$ cat src/rtl/tmds_pkg.sv
// Shared TMDS definitions for the encoder and the receive-side decoder/checker.
// Latency: n/a (constants and pure functions only).
// Backpressure: n/a.
// Contents: the four control tokens, token -> {C1,C0} mapping, and the
// running-disparity decision used by both the encoder and the disparity checker.
package tmds_pkg;

  localparam logic [9:0] TOKEN_C00 = 10'b1101010100;
  localparam logic [9:0] TOKEN_C01 = 10'b0010101011;
  localparam logic [9:0] TOKEN_C10 = 10'b0101010100;
  localparam logic [9:0] TOKEN_C11 = 10'b1010101011;

  // Outcome of one disparity step: whether the word goes out inverted
  // (w[9]) and the tracker value after that word.
  typedef struct packed {
    logic              invert;
    logic signed [7:0] cnt_next;
  } disp_t;

  function automatic logic is_token(input logic [9:0] w);
    return (w == TOKEN_C00) || (w == TOKEN_C01) ||
           (w == TOKEN_C10) || (w == TOKEN_C11);
  endfunction

  // Returns {C1, C0}; non-token words map to 00 and are never used as such.
  function automatic logic [1:0] token_ctrl(input logic [9:0] w);
    logic [1:0] c;
    c = 2'b00;
    if (w == TOKEN_C01) c = 2'b01;
    if (w == TOKEN_C10) c = 2'b10;
    if (w == TOKEN_C11) c = 2'b11;
    return c;
  endfunction

  // Encoder inversion rule. diff = N1 - N0 of q_m[7:0].
  function automatic disp_t disparity_step(input logic [8:0] q_m,
                                           input logic signed [7:0] cnt);
    disp_t             r;
    logic [3:0]        n1;
    logic signed [7:0] diff;
    n1 = 4'd0;
    for (int i = 0; i < 8; i++) n1 = n1 + {3'b000, q_m[i]};
    diff = $signed({3'b000, n1, 1'b0}) - 8'sd8;
    if (cnt == 8'sd0 || diff == 8'sd0) begin
      r.invert   = ~q_m[8];
      r.cnt_next = q_m[8] ? (cnt + diff) : (cnt - diff);
    end else if ((cnt > 8'sd0 && diff > 8'sd0) || (cnt < 8'sd0 && diff < 8'sd0)) begin
      r.invert   = 1'b1;
      r.cnt_next = cnt + (q_m[8] ? 8'sd2 : 8'sd0) - diff;
    end else begin
      r.invert   = 1'b0;
      r.cnt_next = cnt - (q_m[8] ? 8'sd0 : 8'sd2) + diff;
    end
    return r;
  endfunction

endpackage

$ cat src/rtl/tmds_word_aligner.sv
// Finds the 10-bit word boundary of a TMDS stream using control tokens.
// Latency: 1 cycle from window to word/token outputs; lock state updates on the same edge.
// Backpressure: none, one word accepted every clock.
// Ports: clk_i, rst_ni (sync, active-low), tmds_i raw word (bit 0 first);
//        word_o aligned word, token_o word is a control token,
//        locked_o alignment locked, offset_o current bit offset 0..9.
module tmds_word_aligner
  import tmds_pkg::*;
#(
  parameter int LOCK_TOKENS    = 8,
  parameter int SEARCH_TIMEOUT = 1024,
  parameter int LOSS_TIMEOUT   = 4096
) (
  input  logic       clk_i,
  input  logic       rst_ni,
  input  logic [9:0] tmds_i,
  output logic [9:0] word_o,
  output logic       token_o,
  output logic       locked_o,
  output logic [3:0] offset_o
);

  localparam logic [0:0] ST_SEARCH = 1'b0;
  localparam logic [0:0] ST_LOCKED = 1'b1;

  // One idle counter serves both timeouts, so size it for the larger one.
  localparam int IDLE_MAX = (LOSS_TIMEOUT > SEARCH_TIMEOUT) ? LOSS_TIMEOUT : SEARCH_TIMEOUT;
  localparam int RW = $clog2(LOCK_TOKENS) + 1;
  localparam int IW = $clog2(IDLE_MAX) + 1;
  localparam logic [RW-1:0] RUN_LIM  = RW'(LOCK_TOKENS);
  localparam logic [IW-1:0] SRCH_LIM = IW'(SEARCH_TIMEOUT);
  localparam logic [IW-1:0] LOSS_LIM = IW'(LOSS_TIMEOUT);

  logic [0:0]    state_q;
  logic [9:0]    prev_q;
  logic [3:0]    offset_q;
  logic [RW-1:0] run_q;
  logic [IW-1:0] idle_q;
  logic [19:0]   win;
  logic [9:0]    w_aligned;
  logic          tok;
  logic [3:0]    offset_next;

  // Older word sits in the low half, so offset 0 selects the previous word.
  assign win         = {tmds_i, prev_q};
  assign w_aligned   = win[{1'b0, offset_q} +: 10];
  assign tok         = is_token(w_aligned);
  assign offset_next = (offset_q == 4'd9) ? 4'd0 : offset_q + 4'd1;

  always_ff @(posedge clk_i) begin
    if (!rst_ni) begin
      state_q  <= ST_SEARCH;
      prev_q   <= '0;
      offset_q <= '0;
      run_q    <= '0;
      idle_q   <= '0;
      word_o   <= '0;
      token_o  <= 1'b0;
    end else begin
      prev_q  <= tmds_i;
      word_o  <= w_aligned;
      token_o <= tok;
      case (state_q)
        ST_SEARCH: begin
          // A token clears the idle count first, so it always beats a timeout.
          if (tok) begin
            idle_q <= '0;
            if (run_q + 1'b1 == RUN_LIM) begin
              state_q <= ST_LOCKED;
              run_q   <= '0;
            end else begin
              run_q <= run_q + 1'b1;
            end
          end else begin
            run_q <= '0;
            if (idle_q + 1'b1 == SRCH_LIM) begin
              idle_q   <= '0;
              offset_q <= offset_next;
            end else begin
              idle_q <= idle_q + 1'b1;
            end
          end
        end
        default: begin
          // Only tokens at the locked offset are visible here; others look like data.
          if (tok) begin
            idle_q <= '0;
          end else if (idle_q + 1'b1 == LOSS_LIM) begin
            state_q  <= ST_SEARCH;
            idle_q   <= '0;
            run_q    <= '0;
            offset_q <= offset_next;
          end else begin
            idle_q <= idle_q + 1'b1;
          end
        end
      endcase
    end
  end

  assign locked_o = (state_q == ST_LOCKED);
  assign offset_o = offset_q;

endmodule

$ cat src/rtl/tmds_decoder.sv
// TMDS channel decoder: word alignment plus 10b -> {C1,C0,DE,D[7:0]} decode.
// Latency: 2 cycles (aligned word register, then output register).
// Backpressure: none, one word per clock.
// Ports: clk_i, rst_ni (sync, active-low), tmds_i raw word (bit 0 first);
//        c0_o/c1_o control bits, de_o data enable, d_o data byte,
//        locked_o alignment locked, offset_o bit offset 0..9,
//        disparity_err_o (only with TMDS_DECODER_DISPARITY_CHECK_EN defined).
module tmds_decoder
  import tmds_pkg::*;
#(
  parameter int LOCK_TOKENS    = 8,
  parameter int SEARCH_TIMEOUT = 1024,
  parameter int LOSS_TIMEOUT   = 4096
) (
  input  logic       clk_i,
  input  logic       rst_ni,
  input  logic [9:0] tmds_i,
  output logic       c0_o,
  output logic       c1_o,
  output logic       de_o,
  output logic [7:0] d_o,
  output logic       locked_o,
  output logic [3:0] offset_o
`ifdef TMDS_DECODER_DISPARITY_CHECK_EN
  ,
  output logic       disparity_err_o
`endif
);

  logic [9:0] word;
  logic       token;
  logic       aligned_locked;
  logic [7:0] q;
  logic [7:0] d_dec;

  tmds_word_aligner #(
    .LOCK_TOKENS   (LOCK_TOKENS),
    .SEARCH_TIMEOUT(SEARCH_TIMEOUT),
    .LOSS_TIMEOUT  (LOSS_TIMEOUT)
  ) u_aligner (
    .clk_i   (clk_i),
    .rst_ni  (rst_ni),
    .tmds_i  (tmds_i),
    .word_o  (word),
    .token_o (token),
    .locked_o(aligned_locked),
    .offset_o(offset_o)
  );

  // Undo the optional inversion, then the XOR/XNOR chain.
  always_comb begin
    q        = word[9] ? ~word[7:0] : word[7:0];
    d_dec    = '0;
    d_dec[0] = q[0];
    for (int i = 1; i < 8; i++) begin
      d_dec[i] = word[8] ? (q[i] ^ q[i-1]) : ~(q[i] ^ q[i-1]);
    end
  end

  always_ff @(posedge clk_i) begin
    if (!rst_ni) begin
      c0_o     <= 1'b0;
      c1_o     <= 1'b0;
      de_o     <= 1'b0;
      d_o      <= '0;
      locked_o <= 1'b0;
    end else begin
      locked_o <= aligned_locked;
      if (!aligned_locked) begin
        c0_o <= 1'b0;
        c1_o <= 1'b0;
        de_o <= 1'b0;
        d_o  <= '0;
      end else if (token) begin
        {c1_o, c0_o} <= token_ctrl(word);
        de_o         <= 1'b0;
        d_o          <= '0;
      end else begin
        // Control bits keep the last token's value through the data period.
        de_o <= 1'b1;
        d_o  <= d_dec;
      end
    end
  end

`ifdef TMDS_DECODER_DISPARITY_CHECK_EN
  logic signed [7:0] disp_q;
  disp_t             d_step;

  assign d_step = disparity_step({word[8], q}, disp_q);

  always_ff @(posedge clk_i) begin
    if (!rst_ni) begin
      disp_q          <= '0;
      disparity_err_o <= 1'b0;
    end else if (!aligned_locked || token) begin
      disp_q          <= '0;
      disparity_err_o <= 1'b0;
    end else begin
      // Track the encoder's own choice so one bad word yields one pulse.
      disp_q          <= d_step.cnt_next;
      disparity_err_o <= (d_step.invert != word[9]);
    end
  end
`endif

endmodule

$ cat config.mk
export PLATFORM = sky130hd
export DESIGN_NAME = tmds_decoder
export DESIGN_NICKNAME = d
export VERILOG_FILES = /design/src/rtl/tmds_pkg.sv /design/src/rtl/tmds_word_aligner.sv /design/src/rtl/tmds_decoder.sv
export SDC_FILE = /design/constraint.sdc
export NUM_CORES = 1
export LEC_CHECK = 0
export CAP_MARGIN = 20
export CORE_MARGIN = 4
export CORE_UTILIZATION = 53
export CTS_CLUSTER_DIAMETER = 100
export CTS_CLUSTER_SIZE = 16
export DETAILED_ROUTE_END_ITERATION = 7
export PLACE_DENSITY = 0.77
export SKIP_CTS_REPAIR_TIMING = 1
export SLEW_MARGIN = 20
export SYNTH_ARGS = -nofsm -noshare
export SYNTH_HDL_FRONTEND = slang
export SYNTH_SLANG_ARGS = --single-unit
$ cat constraint.sdc
create_clock -name clk_i -period 2.49 [get_ports clk_i]
set_clock_uncertainty 0.05 [all_clocks]
set_input_delay 0.6225 -clock clk_i [delete_from_list [all_inputs] [get_ports clk_i]]
set_output_delay 0.6225 -clock clk_i [all_outputs]
set_load 0.005 [all_outputs]
* Word-level counts from Yosys, hierarchy flattened
Index checks and enable logic that the tools add are counted.
Widths: inputs -> output; s select.
** Cells by class
- Add/sub/neg operators :: 3
- Equal/unequal tests :: 13
- Shift operators :: 1
- Multiplexer cells :: 33
- Bitwise gates (word level) :: 18
- Reduce and logical (&&, ||, !) cells :: 8
** Operators with widths (number)
- $mux 13 :: 5
- $mux 4 :: 11
- $eq 10x10->1 const B :: 3
- $eq 10x8->1 const B :: 2
- $eq 10x9->1 const B :: 2
- $shiftx 20x5->10 :: 1
- $mux 1 :: 14
- $add 13x1->13 const B :: 1
- $eq 13x11->1 const B :: 1
- $eq 13x13->1 const B :: 1
- $not 1->1 :: 10
- $add 4x1->4 const B :: 2
- $eq 4x4->1 const B :: 2
- $mux 8 :: 1
- $not 8->8 :: 1
- $xor 1x1->1 :: 7
- $mux 2 :: 2
- $ne 2x2->1 const B :: 2
- $reduce_and 2->1 :: 2
- $logic_or 1x1->1 :: 3
- $reduce_and 3->1 :: 1
- $reduce_or 3->1 :: 1
- $reduce_bool 2->1 :: 1
** Storage, ports and cells
- Register bits after elaboration :: 55
- Input bits :: 12
- Output and inout bits :: 16
- Word-level logic and storage cells :: 88

* Depth between registers and ports, before layout
Gate-level depths: netlist of the first run.
- Depth after elaboration :: 7
- Mapped depth :: 12
- Gate-level depth less buffers :: 9

* By module
A second synthesis of the first run with hierarchy kept.
** Unflattened totals
- Cells, all modules :: 340
- Area total of the unflattened synthesis :: 3270.6 um^2
** Modules (own cells, without submodules)
- tmds_word_aligner :: times used 1, cells each 290, area each 2767.7 um^2, sequential area each 860.8 um^2
- tmds_decoder :: times used 1, cells each 50, area each 503.0 um^2, sequential area each 240.2 um^2

* Least setup slack after synthesis of the first run
No wires, ideal clock.
- Kind :: input -> register
- Start point :: input port tmds_i[3]
- End point :: register u_aligner.idle_q[7]
- Setup time :: 66 ps
- Arrival :: 2584 ps
- Data required time :: 2374 ps
- Path slack :: -210 ps
- Cell stages on the path :: 9
- Path buffers :: 1
- Path through :: mux4_2 > or2_2 > a31o_1 > and2_1 > nand4_1 > nand2_4 > or3_4 > buf_12 > a21oi_2
** On the way
- Longest elaborated chain between the ends :: 7
- Elaborated cells on any way between the ends :: 11
- Classes of those cells :: 4 x eq/ne; 1 x shift; 3 x mux; 3 x reduce/logical
** RTL lines
- from (decl) :: line tmds_decoder.sv:17 : input logic [9:0] tmds_i,
- $shiftx 20x5->10 (*) :: line tmds_word_aligner.sv:46 : assign w_aligned = win[{1'b0, offset_q} +: 10];
- $eq 10x10->1 / $eq 10x8->1 (equally long branches) :: line tmds_pkg.sv:21 : return (w == TOKEN_C00) || (w == TOKEN_C01) ||
- $logic_or 1x1->1 (2 in series) :: line tmds_pkg.sv:21
- $logic_or 1x1->1 (*) :: line tmds_pkg.sv:22 : (w == TOKEN_C10) || (w == TOKEN_C11);
- $mux 13, on equally long branches :: line tmds_word_aligner.sv:66, tmds_word_aligner.sv:86
- $mux 13 (*) :: line tmds_word_aligner.sv:63 : case (state_q)
- to (signal assigned) :: line tmds_word_aligner.sv:80 : idle_q <= idle_q + 1'b1;
- to (signal assigned) :: line tmds_word_aligner.sv:94 : idle_q <= idle_q + 1'b1;
- to (decl) :: line tmds_word_aligner.sv:38 : logic [IW-1:0] idle_q;
Mark *: on every way between the ends. The rest lies on a longest branch, timed or not.
A chain may end at the register's enable or synchronous reset.

* Worst setup path after layout of the first run
- Start point :: register u_aligner.offset_q[1], in the netlist u_aligner.offset_o[1]
- End point :: register u_aligner.offset_q[1], in the netlist u_aligner.offset_o[1]
** On the way
- Longest elaborated chain between the ends :: 7
- Elaborated cells on any way between the ends :: 18
- Classes of those cells :: 1 x add/sub; 5 x eq/ne; 1 x shift; 6 x mux; 1 x bitwise; 4 x reduce/logical
** RTL lines
- from (decl) :: line tmds_word_aligner.sv:36 : logic [3:0] offset_q;
- from (signal assigned) :: line tmds_word_aligner.sv:78 : offset_q <= offset_next;
- from (signal assigned) :: line tmds_word_aligner.sv:92 : offset_q <= offset_next;
- $shiftx 20x5->10 :: line tmds_word_aligner.sv:46
- $eq 10x10->1 / $eq 10x8->1 (equally long branches) :: line tmds_pkg.sv:21
- $logic_or 1x1->1 (2 in series) :: line tmds_pkg.sv:21
- $logic_or 1x1->1 :: line tmds_pkg.sv:22
- $not 1->1 (no source line)
- $reduce_and 3->1 (no source line)
Parallel ways exist; a longest one is shown, timed or not. The select of a mux whose other input is x is not followed.

==> results of run 1 <==
-- final cells by class --
| class | count | area [sq um] | area share, % |
|---|---|---|---|
| well taps | 75 | 93.8 | 2.14 |
| repair buffers | 102 | 905 | 20.7 |
| multi-input cells | 260 | 2060 | 47.1 |
| inverters | 25 | 93.8 | 2.14 |
| clock inverters | 2 | 35.0 | 0.800 |
| flip-flops and latches | 55 | 1110 | 25.2 |
| clock buffers | 6 | 82.6 | 1.89 |
-- per-stage QoR --
| step | area (sq um) | std cells | setup slack, ns | hold WS, ns |
|---|---|---|---|---|
| final | 4380 | 525 | -0.277 | 0.446 |
| after global routing | 4380 | 525 | -0.347 | 0.474 |
| after CTS | 4200 | 516 | -0.494 | 0.446 |
| after detailed placement | 4090 | 508 | -0.815 | 0.428 |
| after global placement | 4090 | 508 | -0.735 | 0.427 |
| after floorplan | 3340 | 359 | -0.155 | 0.385 |
-- layer usage --
layer / part of all wire [%] / vias to the layer above
met3: 5.7 / 24
met4: 2.4 / 0
met2: 50 / 106
met1: 42 / 1472
met5: 0 / -
li1: - / 1444
-- flip-flops by register name, summed over array words and instances (netlist names) --
signal,count
u_aligner.locked_o,1
c1_o,1
u_aligner.run_q,4
u_aligner.prev_q,10
u_aligner.offset_o,4
locked_o,1
de_o,1
c0_o,1
u_aligner.idle_q,13
u_aligner.token_o,1
u_aligner.word_o,10
d_o,8
-- worst min-delay path, stage by stage, from the launching register on --
cell and delay (ns):
dfxtp_1 0.34, inv_1 0.06, o21ai_1 0.06
-- where the power goes --
| group | internal (mW) | leakage (nW) | switching [mW] |
|---|---|---|---|
| registers | 0.898 | 0.449 | 0.0170 |
| logic | 0.111 | 1.29 | 0.0907 |
| clock network | 0.326 | 0.0612 | 0.298 |
-- cells in the final DEF, fill, tap and decap left out, types with 4 or more instances in the layout --
cell type and instances:
clkdlybuf4s50_1 17, nor2_1 35, mux4_2 12, o21ai_0 8
nor3_1 5, nand4_1 9, a21oi_1 9, nand2_1 12
dfxtp_1 53, xnor2_1 18, clkbuf_8 6, nor2b_1 6
dlymetal6s2s_1 10, mux2i_1 16, inv_1 22, nor2_2 9
ha_1 11, nand2b_1 4, nand3_1 16, and2_1 18
xor2_1 4, buf_4 71
-- final timing paths --
check | from | endpoint | slack [ns]
hold reg to reg | u_aligner.run_q[3] | u_aligner.run_q[3] | 0.45
hold / removal | u_aligner.run_q[3] | u_aligner.run_q[3] | 0.45
setup reg to reg | u_aligner.offset_o[1] | u_aligner.offset_o[1] | -0.28
setup / recovery | u_aligner.offset_o[1] | u_aligner.offset_o[1] | -0.28
-- logic make-up (layout without fill, tap and decap cells) --
family          after synthesis  in the layout  share of synthesized area (%)
xor+xnor                     22             22                           5.78
flops                        55             55                           33.1
buf+inv                      45            135                           6.80
fa+ha+maj                    11             11                           4.13
simple gates                137            138                           22.9
compound gates               57             57                           12.8
mux                          32             32                           14.5
==> reports/qor.yml, run 1 <==
vias: 3046
fp.dieH_microns: 87.3
period_share_pct: 111
hold_viol: 0
worstPathArrival_ns: 2.92
drt-initial-drc-count: 183
path_depth: 9
yosys-top-cells-count: "dfxtp_1 (55), nor2_1 (35), inv_1 (22)"
dieArea_sq_um: 7620
endpoint_kind: "flip-flop"
power.density_nw_per_um2: 397
critPathRequiredTime_ns: 2.64
critical-path-top-delay-family: "simple AND/OR/NAND/NOR gates"
grt_max_degree: 25
period_needed_ns: 2.77
yosysSeqAreaShare_pct: 33.1
slew_viol_final: 0
async_flop_share_pct: 0
core_area_sq_um: 6030
cts_tree: "built"
worstSetupPathType: "reg -> reg"
nNetsFinal: 472
nFillCells: 436
rsz0062_at_grt: "yes"
grt.overflow.total: 0
antenna_cells: 0
setup_violations: 23
htreeDepth: 2
cts-root-buf: "clkbuf_8"
clock_latency_ns: 0.32
worstMarginPinSlew_ns: 0.481
ir_drop_mv: 0.308
grt_pass1_wl_mm: 12.9
io-pin-count: 28
ant_nets: 0
worstPathCellList: "buf_12 > mux4_2 > mux2i_4 > or4b_4 > a2111oi_4 > nand4b_4 > nand3_1 > mux2i_1 > nor2_1"
min_path_type: "reg -> reg"
yosysMostFrequentCell: "dfxtp_1"
syn_avg_cell_area_sq_um: 9.28
syn_area_sq_um: 3330
cts_made_buffers: 5
viasPerCell: 5.80
synth-edff-count: 0
clk_pin_slew_ns: 0.10
slowest_delay_ns: 0.56
drc: 0
max_freq_mhz: 361
wl_mm: 8.15
total_power_mw: 1.74
yosys-top-cells-area: "dfxtp_1 (33%), mux4_2 (6.8%), mux2i_1 (5.1%)"
ys_types: 67
synth_top_cell_by_area: "dfxtp_1"
wl_per_cell_microns: 15.5
synth_ff_type: "dfxtp_1"
dr.pass1.iters: 4
postSynthCellCount: 359
p_leak_nw: 1.80
die_x_microns: 87.3
grt_pass1_vias: 2927
worstSetupStartpointType: "flip-flop"
syn_nets: 382
grt_use_met3_pct: 4.26
yosysWarningCount: 0
path_max_fanout: 7
drive_gt1_share_pct: 29.1
crit_buf_inv: 1
dp_hpwl_mm: 5.85
clock_sinks: 55
drv_cap: 0
slowest_stage: "or4b_4"
start_util_pct: 55.3
r2r.worst_path.cells: 9
antenna_found_initial: 0
met2_usage_pct: 36.9
outcome: "complete, but fails checks"
netlist.area_leader.share_pct: 33.1
violations: "setup timing"
area.growth.synth_to_final_pct: 31.5
io_buffers: 27
tns_ns: -4.58
rows: 28
layout_setup_ws_ns: -0.277
slew-limit-headroom_pct: 67.9
ys_seq_elements: 55
final_util_pct: 72.7
place_congestion: 0.909
cts_max_path_buffers: 2
grt_use_total_pct: 21.0
use_met1_pct: 25.2
grt.busiest_layer: "met2"
holdPathStages: 2
(Power assumes the default switching activity.)
==> inputs of run 2 (changes only) <==
--- a/config.mk
+++ b/config.mk
@@ -11,6 +11,7 @@
 export CTS_CLUSTER_DIAMETER = 100
 export CTS_CLUSTER_SIZE = 16
 export DETAILED_ROUTE_END_ITERATION = 7
+export MAX_ROUTING_LAYER = met4
 export PLACE_DENSITY = 0.77
 export SKIP_CTS_REPAIR_TIMING = 1
 export SLEW_MARGIN = 20
==> run 2 against run 1 <==
  * Clock power down 17%
  * Total power down 5.8%
  * Cell area down 0.26%
  * Sequential power about the same
  * Non-clock buffer count unchanged
  * Via count down 2.3%
  * Core utilization down 0.19 points
  * The run still ends with setup timing left
  * Wire length down 0.55%
  * Register-to-register slack better by 0.02 ns
  * Global-route usage up 0.89 points
  * Critical path type unchanged
  * Highest routed layer unchanged
  * Largest power group unchanged
==> reports/qor.yml, run 2 (same netlist as run 1, synthesis figures left out) <==
drt-initial-drc-count: 154  # -16%
worstHoldStart: "u_aligner.run_q[3]"
slew-limit-headroom_pct: 68.5  # +0.57 points
wl_per_cell_microns: 15.4  # -0.74%
vias: 2977  # -2.3%
viasPerCell: 5.66  # -2.5%
clk_pin_slew_ns: 0.10  # about the same
endpoint_kind: "flip-flop"
multi_input_area_sq_um: 2080  # +0.97%
critical-path-top-delay-family: "simple AND/OR/NAND/NOR gates"
clock_latency_ns: 0.32  # about the same
internal-power_mw: 1.21  # -9.1%
cts_made_buffers: 5  # unchanged
fp.dieH_microns: 87.3  # unchanged
regMostFlops: "u_aligner.idle_q"
dr.pass1.iters: 4  # unchanged
io-pin-count: 28  # unchanged
start_util_pct: 55.3  # unchanged
placed_area_sq_um: 4090  # +0.18%
grt_use_total_pct: 21.8  # +0.89 points
worstPathCellList: "buf_12 > mux4_2 > mux2i_4 > or4b_4 > a2111oi_4 > nand4b_4 > buf_6 > nand4_1 > xnor2_1 > nor2_1"
slowest_delay_ns: 0.53  # -0.03 ns
r2r_start: "u_aligner.offset_o[1]"
cts-root-buf: "clkbuf_8"
netSwitchingFraction_pct: 26.0  # +2.7 points
antenna_cells: 0  # unchanged
power.density_nw_per_um2: 375  # -5.6%
ir_drop_mv: 0.262  # -15%
tns_ns: -5.08  # -0.505 ns
register_area_sq_um: 1110  # +0.11%
place_congestion: 0.924  # +1.7%
crit_buf_inv: 2  # +1
max_freq_mhz: 364  # +0.57%
layout_common_cells: "buf_4 (69), dfxtp_1 (52), nor2_1 (35)"
hold_viol: 0  # unchanged
sequentialPowerShare_pct: 55.8  # +3.2 points
clock_sinks: 55  # unchanged
critPathRequiredTime_ns: 2.66  # +0.02 ns
area.growth.synth_to_final_pct: 31.2
power.share.combinational_pct: 12.6  # +1.0 points
slowest_stage: "or4b_4"
startpoint: "u_aligner.offset_o[1]"
layout_setup_ws_ns: -0.261  # +0.0158 ns
drc: 0  # unchanged
grt_pass1_vias: 2807  # -4.1%
cts_max_path_buffers: 2  # unchanged
path_max_fanout: 12  # +5
drive_gt1_share_pct: 29.7  # +0.60 points
nNetsFinal: 473  # +0.21%
die_x_microns: 87.3  # unchanged
io_buffers: 27  # unchanged
worstMarginPinSlew_ns: 0.468  # -0.0122 ns
worstSetupStartpointType: "flip-flop"
drv_cap: 0  # unchanged
outcome: "complete, but fails checks"
grt_pass1_wl_mm: 12.7  # -0.96%
final_common_cell: "buf_4"
nFillCells: 449  # +3.0%
wl_mm: 8.11  # -0.55%
power_frac_clock_pct: 31.6  # -4.2 points
htreeDepth: 2  # unchanged
p_switching_mw: 0.426  # +5.0%
period_share_pct: 110  # -0.63 points
final_area_sq_um: 4370  # -0.26%
rsz0062_at_grt: "yes"
antenna_found_initial: 0  # unchanged
dp_hpwl_mm: 5.79  # -0.98%
grt.overflow.total: 0  # unchanged
cts_tree: "built"
slew_viol_final: 0  # unchanged
min_path_type: "reg -> reg"
p_leak_nw: 1.80  # -0.26%
worstSetupPathType: "reg -> reg"
period_needed_ns: 2.75  # -0.0158 ns
hold_ws_ns: 0.457  # +0.0109 ns
rows: 28  # unchanged
core_area_sq_um: 6030  # unchanged
grt_max_degree: 24  # -4.0%
setup_violations: 23  # unchanged
dieArea_sq_um: 7620  # unchanged
worstPathArrival_ns: 2.92  # about the same
largest_register_ffs: 13  # unchanged
ant_nets: 0  # unchanged
violations: "setup timing"
reg_top3: "u_aligner.idle_q (13), u_aligner.prev_q (10), u_aligner.word_o (10)"
## run 2: power groups by stage
stage / Sequential [mW] / Combinational, mW / Clock (mW)
after CTS: 0.915 / 0.196 / 0.526
final: 0.914 / 0.206 / 0.518
after floorplan: 0.931 / 0.109 / 0
after detailed placement: 0.936 / 0.194 / 0
after global routing: 0.917 / 0.224 / 0.567
after global placement: 0.934 / 0.189 / 0
## run 2: stage by stage
step	setup slack [ns]	total power [mW]	utilization (%)	std cells
floorplan	-0.155	1.04	-	359
global placement	-0.741	1.12	67.9	509
detailed placement	-0.818	1.13	67.9	509
CTS	-0.504	1.64	69.5	517
global route	-0.374	1.71	72.5	526
finish	-0.261	1.64	72.5	526
## run 2: layout make-up
class,instances,share of cell area (%)
multi-input cells,261,47.7
flip-flops and latches,55,25.3
repair buffers,102,20.5
inverters,25,2.15
well taps,75,2.15
clock buffers,5,1.58
clock inverters,3,0.573
## run 2: final timing paths
| path | endpoint | slack (ns) | cells past startpoint |
|---|---|---|---|
| max reg2reg | u_aligner.offset_o[2] | -0.26 | 10 |
| min | u_aligner.run_q[3] | 0.46 | 2 |
| max | u_aligner.offset_o[2] | -0.26 | 10 |
| min reg2reg | u_aligner.run_q[3] | 0.46 | 2 |
## run 2: worst min-delay path, cell delays in order, from the launching register on
cell and delay (ns):
dfxtp_1 0.35, inv_1 0.06, o21ai_1 0.06
## run 2: metal layers
layer	global-route usage (%)	wire, microns	share of wire [%]
met2	37.0	4040	50
met3	4.45	429	5.3
met5	-	0	0
met4	8.23	214	2.6
met1	25.4	3430	42
==> edit 1 (config.mk and constraints of run 1) <==
`word_o` no longer has a reset.
--- a/src/rtl/tmds_word_aligner.sv
+++ b/src/rtl/tmds_word_aligner.sv
@@ -55,9 +55,7 @@
       run_q    <= '0;
       idle_q   <= '0;
-      word_o   <= '0;
       token_o  <= 1'b0;
     end else begin
       prev_q  <= tmds_i;
-      word_o  <= w_aligned;
       token_o <= tok;
       case (state_q)
@@ -99,4 +97,8 @@
   end
 
+  always_ff @(posedge clk_i) begin
+    word_o <= w_aligned;
+  end
+
   assign locked_o = (state_q == ST_LOCKED);
   assign offset_o = offset_q;
Function: same outputs for any inputs over 10 cycles, from zero or initial values and one cycle with rst_ni low; that may be too few to reach the edited logic, so the function may still have changed.
==> edit 1 against run 1 <==
  * The run still ends with negative setup slack left
  * Cell area decreased by 4.3%
  * Clock power decreased by 16%
  * Synthesized area decreased by 3.9%
  * Critical endpoint is now u_aligner.idle_q[2]$_SDFF_PN0_
  * Critical path type unchanged
  * Power decreased by 5.5%
  * Sequential share of layout area increased by 1.1 points
  * Largest power group unchanged
  * Worst setup slack got worse by 0.11 ns
  * Wire length decreased by 11%
  * Sequential cell count unchanged
  * Largest cell class unchanged
  * First-iteration DRC count decreased by 43%
==> edit 1: results (changes against run 1) <==
Logic synthesis
  • Area share of xor/xnor cells in the synthesized design: 6.30% (+0.51 points)
  • Post-synth top cells: 55 x dfxtp_1, 33 x nor2_1, 23 x nand2_1
  • Compound-cell area share of the yosys netlist: 12.1% (-0.69 points)
  • Syn avg cell area: 9.52 um^2 (+2.6%)
  • Yosys cell types: 65 (-3.0%)
  • Synthesized Nets: 359 (-6.0%)
  • Area contributors post-synth: dfxtp_1 34%, mux4_2 12%, xnor2_1 4.7%
  • Adder-cell share of the synthesized area: 4.30% (+0.17 points)
  • Mux cell area share after synthesis: 17.2% (+2.6 points)

GRT
  • First-pass GRT wire length: 11800 um (-8.4%)
  • M2 GR Usage: 36.0% (-0.90 points)
  • Global routing usage on met1: 24.0% (-1.2 points)
  • Vias in the first global route: 2618 (-11%)
  • GRT Overall Usage: 19.9% (-1.0 points)

Placed design
  • Placed cells: 479 (-5.7%)
  • Final Wtd Congestion: 0.928 (+2.1%)
  • Dpl cell area: 0.00396 mm^2 (-3.1%)

Status
  • Status: finished with violations
  • Failing checks: negative setup slack

Worst setup path
  • Worst setup path start: u_aligner.offset_o[2]$_SDFFE_PN0P_
  • Crit path largest cell delay: 0.53 ns (-0.03 ns)
  • Top delay family on crit path: multiplexers
  • Critical Path End: u_aligner.idle_q[2]$_SDFF_PN0_
  • CP Max Fanout: 9 (+2)
  • Critical Path AT: 3.05 ns (+0.13 ns)

STA
  • Setup TNS: -7.34 ns (-2.77 ns)
  • Max_slew headroom: 71.7% (+3.8 points)
  • Final WS setup: -0.388 ns (-0.111 ns)
  • Min Hold Slack: 0.452 ns (+0.00553 ns)
  • Final Setup Violations: 23 (unchanged)

Power and ir drop
  • Internal power: 0.00122 W (-8.3%)
  • Leak: 1.76 nW (-2.4%)
  • Peak supply drop: 284 uV (-7.7%)
  • P_clk: 0.000523 W (-16%)

Detailed routing
  • Vias per Instance: 5.54 (-4.5%)
  • Iteration-0 DRC Markers: 104 (-43%)
  • Wl on met1: 3200 um (-7.1%)
  • WL met2: 3700 um (-8.5%)

Worst hold path
  • WHS Endpoint: u_aligner.idle_q[0]$_SDFF_PN0_
[edit 1: cell count changes after synthesis, moves of 6 or more]
cell     change
and2_1       -8
nand4_1      -6
nand2_1     +11
mux2i_1      -6
nor2_2       -9
mux4_2       +7
[edit 1: logic make-up (layout without fill, tap and decap cells)]
logic type | after synthesis | after routing
compound gates | 50 | 50
xor+xnor | 23 | 23
fa+ha+maj | 11 | 11
buf+inv | 39 | 119
flops | 55 | 55
mux | 33 | 33
simple gates | 125 | 125
[edit 1: final cells by class]
class / count / area (um^2)
clock inverter: 3 / 28.8
clock buffer: 5 / 68.8
inverter: 23 / 86.3
fill: 458 / 1690
multi-input combinational: 242 / 2000
timing repair buffer: 88 / 812
sequential: 55 / 1110
tap: 75 / 93.8
[edit 1: worst reg2reg max path: cells and delay by family (launching register included)]
kind                   cells  cell delay (ns)
muxes                      3             1.13
and+or+nand+nor            3             0.57
buffers and inverters      2             0.27
AOI/OAI and AO/OA          1             0.40
DFF                        1             0.36
==> edit 2 (config.mk and constraints of run 1) <==
Without the edit above. Add a define of `TMDS_DECODER_DISPARITY_CHECK_EN`.
--- a/src/rtl/tmds_decoder.sv
+++ b/src/rtl/tmds_decoder.sv
@@ -6,4 +6,6 @@
 //        locked_o alignment locked, offset_o bit offset 0..9,
 //        disparity_err_o (only with TMDS_DECODER_DISPARITY_CHECK_EN defined).
+`define TMDS_DECODER_DISPARITY_CHECK_EN
+
 module tmds_decoder
   import tmds_pkg::*;
Function (old outputs only; new: disparity_err_o): kept (Yosys induction, for registers that start in step).
==> edit 2 against run 1 <==
  * The flow still finishes with violations (negative setup slack)
  * Worst setup slack got worse by 1.9 ns
  * Power increased by 110%
  * Cell area increased by 57%
  * Cell count increased by 50%
  * Sequential share of layout area decreased by 6.8 points
  * Wire length increased by 61%
  * Sequential cell count increased by 8
  * Synthesized area increased by 46%
  * Combinational power increased to 8.3 times the old value
  * Non-clock buffer count increased by 52
  * Die area increased by 41%
  * Critical path type unchanged
==> edit 2: results (changes against run 1) <==
Status
  • Status: finished with violations
  • Failing checks: negative setup slack

Logic synthesis
  • Syn avg cell area: 9.10 um^2 (-2.0%)
  • Yosys cell types: 62 (-7.5%)
  • Synthesized Nets: 599 (+57%)
  • Register area share after synthesis: 26.0% (-7.0 points)

Cells and area
  • Non-clock buffers, area share: 19.7% (-0.92 points)
  • Multi-input comb cells: 398 (+53%)
  • Share of post-route cells with drive strength above 1: 37.0% (+7.9 points)
  • Fraction of area in multi-input gates: 54.2% (+7.1 points)
  • Clock-cell share of area: 2.87% (+0.19 points)
  • Register area: 0.00127 mm^2 (+15%)
  • Clock buf count: 12 (+6)
  • Inverters: 48 (+92%)

Detailed routing
  • Routed Wire Length: 13100 um (+61%)
  • WL met2: 6810 um (+69%)
  • Met3 wire len: 580 um (+25%)
  • Vias: 4393 (+44%)
  • Wl on met1: 5430 um (+57%)
  • DRT Pass-1 Iters: 5 (+1)

STA
  • Final Setup Violations: 30 (+30%)
  • Setup TNS: -23.80 ns (-19.23 ns)
  • Least-Margin Pin Slew: 0.500 ns (+0.0190 ns)
  • Final WS setup: -2.17 ns (-1.89 ns)

Placed design
  • PortBufs: 28 (+3.7%)
  • Placed cells: 760 (+50%)
  • Dpl hpwl: 9200 um (+57%)

Clock network
  • Clock Latency Late Sink: 0.35 ns (+0.03 ns)
  • H-tree depth reported by CTS: 3 (+1)

Worst setup path
  • RR Startpoint: u_aligner.word_o[1]$_SDFF_PN0_
  • Critical Path AT: 4.84 ns (+1.92 ns)
  • Reg-to-reg endpoint: disp_q[7]$_SDFF_PP0_
  • Register-to-Register Path Depth: 21 (+12)

GRT
  • First-pass GRT wire length: 20400 um (+59%)
  • GRT Overall Usage: 22.8% (+1.8 points)
edit 2: cell count changes in the layout (fill, tap and decap cells not counted), sizes merged, moves of 8 or more:
cell and change:
dfxtp +8, xnor2 +24, buf +50, xor2 +10
nor2 +19, fa +8, ha +35, inv +24
a21o +13, a21oi +12, nand2 +8, mux2i +9
edit 2: per-stage QoR:
stage | hold slack (ns) | util, % | area, um^2
floorplan | 0.376 | - | 5180
global placement | 0.390 | 71.9 | 6330
detailed placement | 0.402 | 71.9 | 6330
CTS | 0.422 | 74.2 | 6530
global route | 0.444 | 78.1 | 6880
finish | 0.427 | 78.1 | 6880
edit 2: power groups by stage:
stage | Combinational [W] | Sequential [W] | Clock, W
after floorplan | 0.00101 | 0.00106 | 0
after global placement | 0.00149 | 0.00106 | 0
after detailed placement | 0.00156 | 0.00107 | 0
after CTS | 0.00157 | 0.00104 | 0.000946
after global routing | 0.00185 | 0.00104 | 0.000994
final | 0.00167 | 0.00104 | 0.000939
edit 2: cells by family (layout without fill, tap and decap cells):
family | after synthesis | in the layout | synth area share, %
mux | 50 | 50 | 14.2
compound gates | 79 | 79 | 12.0
xor+xnor | 56 | 56 | 10.1
flops | 63 | 63 | 26.0
simple gates | 158 | 159 | 16.1
buf+inv | 73 | 217 | 6.43
fa+ha+maj | 54 | 54 | 15.2
edit 2: critical path, stage by stage, from the launching register on:
cell      delay (ns)
dfxtp_2         0.33
inv_2           0.04
ha_4            0.24
ha_4            0.23
fa_1            0.48
inv_1           0.05
fa_1            0.48
inv_1           0.04
ha_2            0.19
inv_2           0.06
fa_2            0.48
ha_4            0.31
inv_4           0.04
fa_2            0.34
a21o_1          0.18
a21oi_2         0.16
o21bai_1        0.09
a21oi_2         0.16
xnor2_1         0.13
mux2i_1         0.11
xnor2_1         0.14
a31o_2          0.20
edit 2: worst min-delay path by stage:
stage | cells past startpoint | to | slack [ns] | start
floorplan | 1 | u_aligner.idle_q[0]$_SDFF_PN0_ | 0.38 | u_aligner.idle_q[0]$_SDFF_PN0_
global placement | 1 | u_aligner.idle_q[0]$_SDFF_PN0_ | 0.39 | u_aligner.idle_q[0]$_SDFF_PN0_
detailed placement | 1 | u_aligner.idle_q[0]$_SDFF_PN0_ | 0.40 | u_aligner.idle_q[0]$_SDFF_PN0_
CTS | 1 | u_aligner.idle_q[0]$_SDFF_PN0_ | 0.42 | u_aligner.idle_q[0]$_SDFF_PN0_
global route | 1 | u_aligner.idle_q[0]$_SDFF_PN0_ | 0.44 | u_aligner.idle_q[0]$_SDFF_PN0_
finish | 1 | u_aligner.idle_q[0]$_SDFF_PN0_ | 0.43 | u_aligner.idle_q[0]$_SDFF_PN0_
edit 2: layer usage:
layer	track usage, %	up-vias
met5	0	-
met3	4.17	27
met4	7.03	0
met1	27.3	2121
met2	41.2	136
li1	-	2109
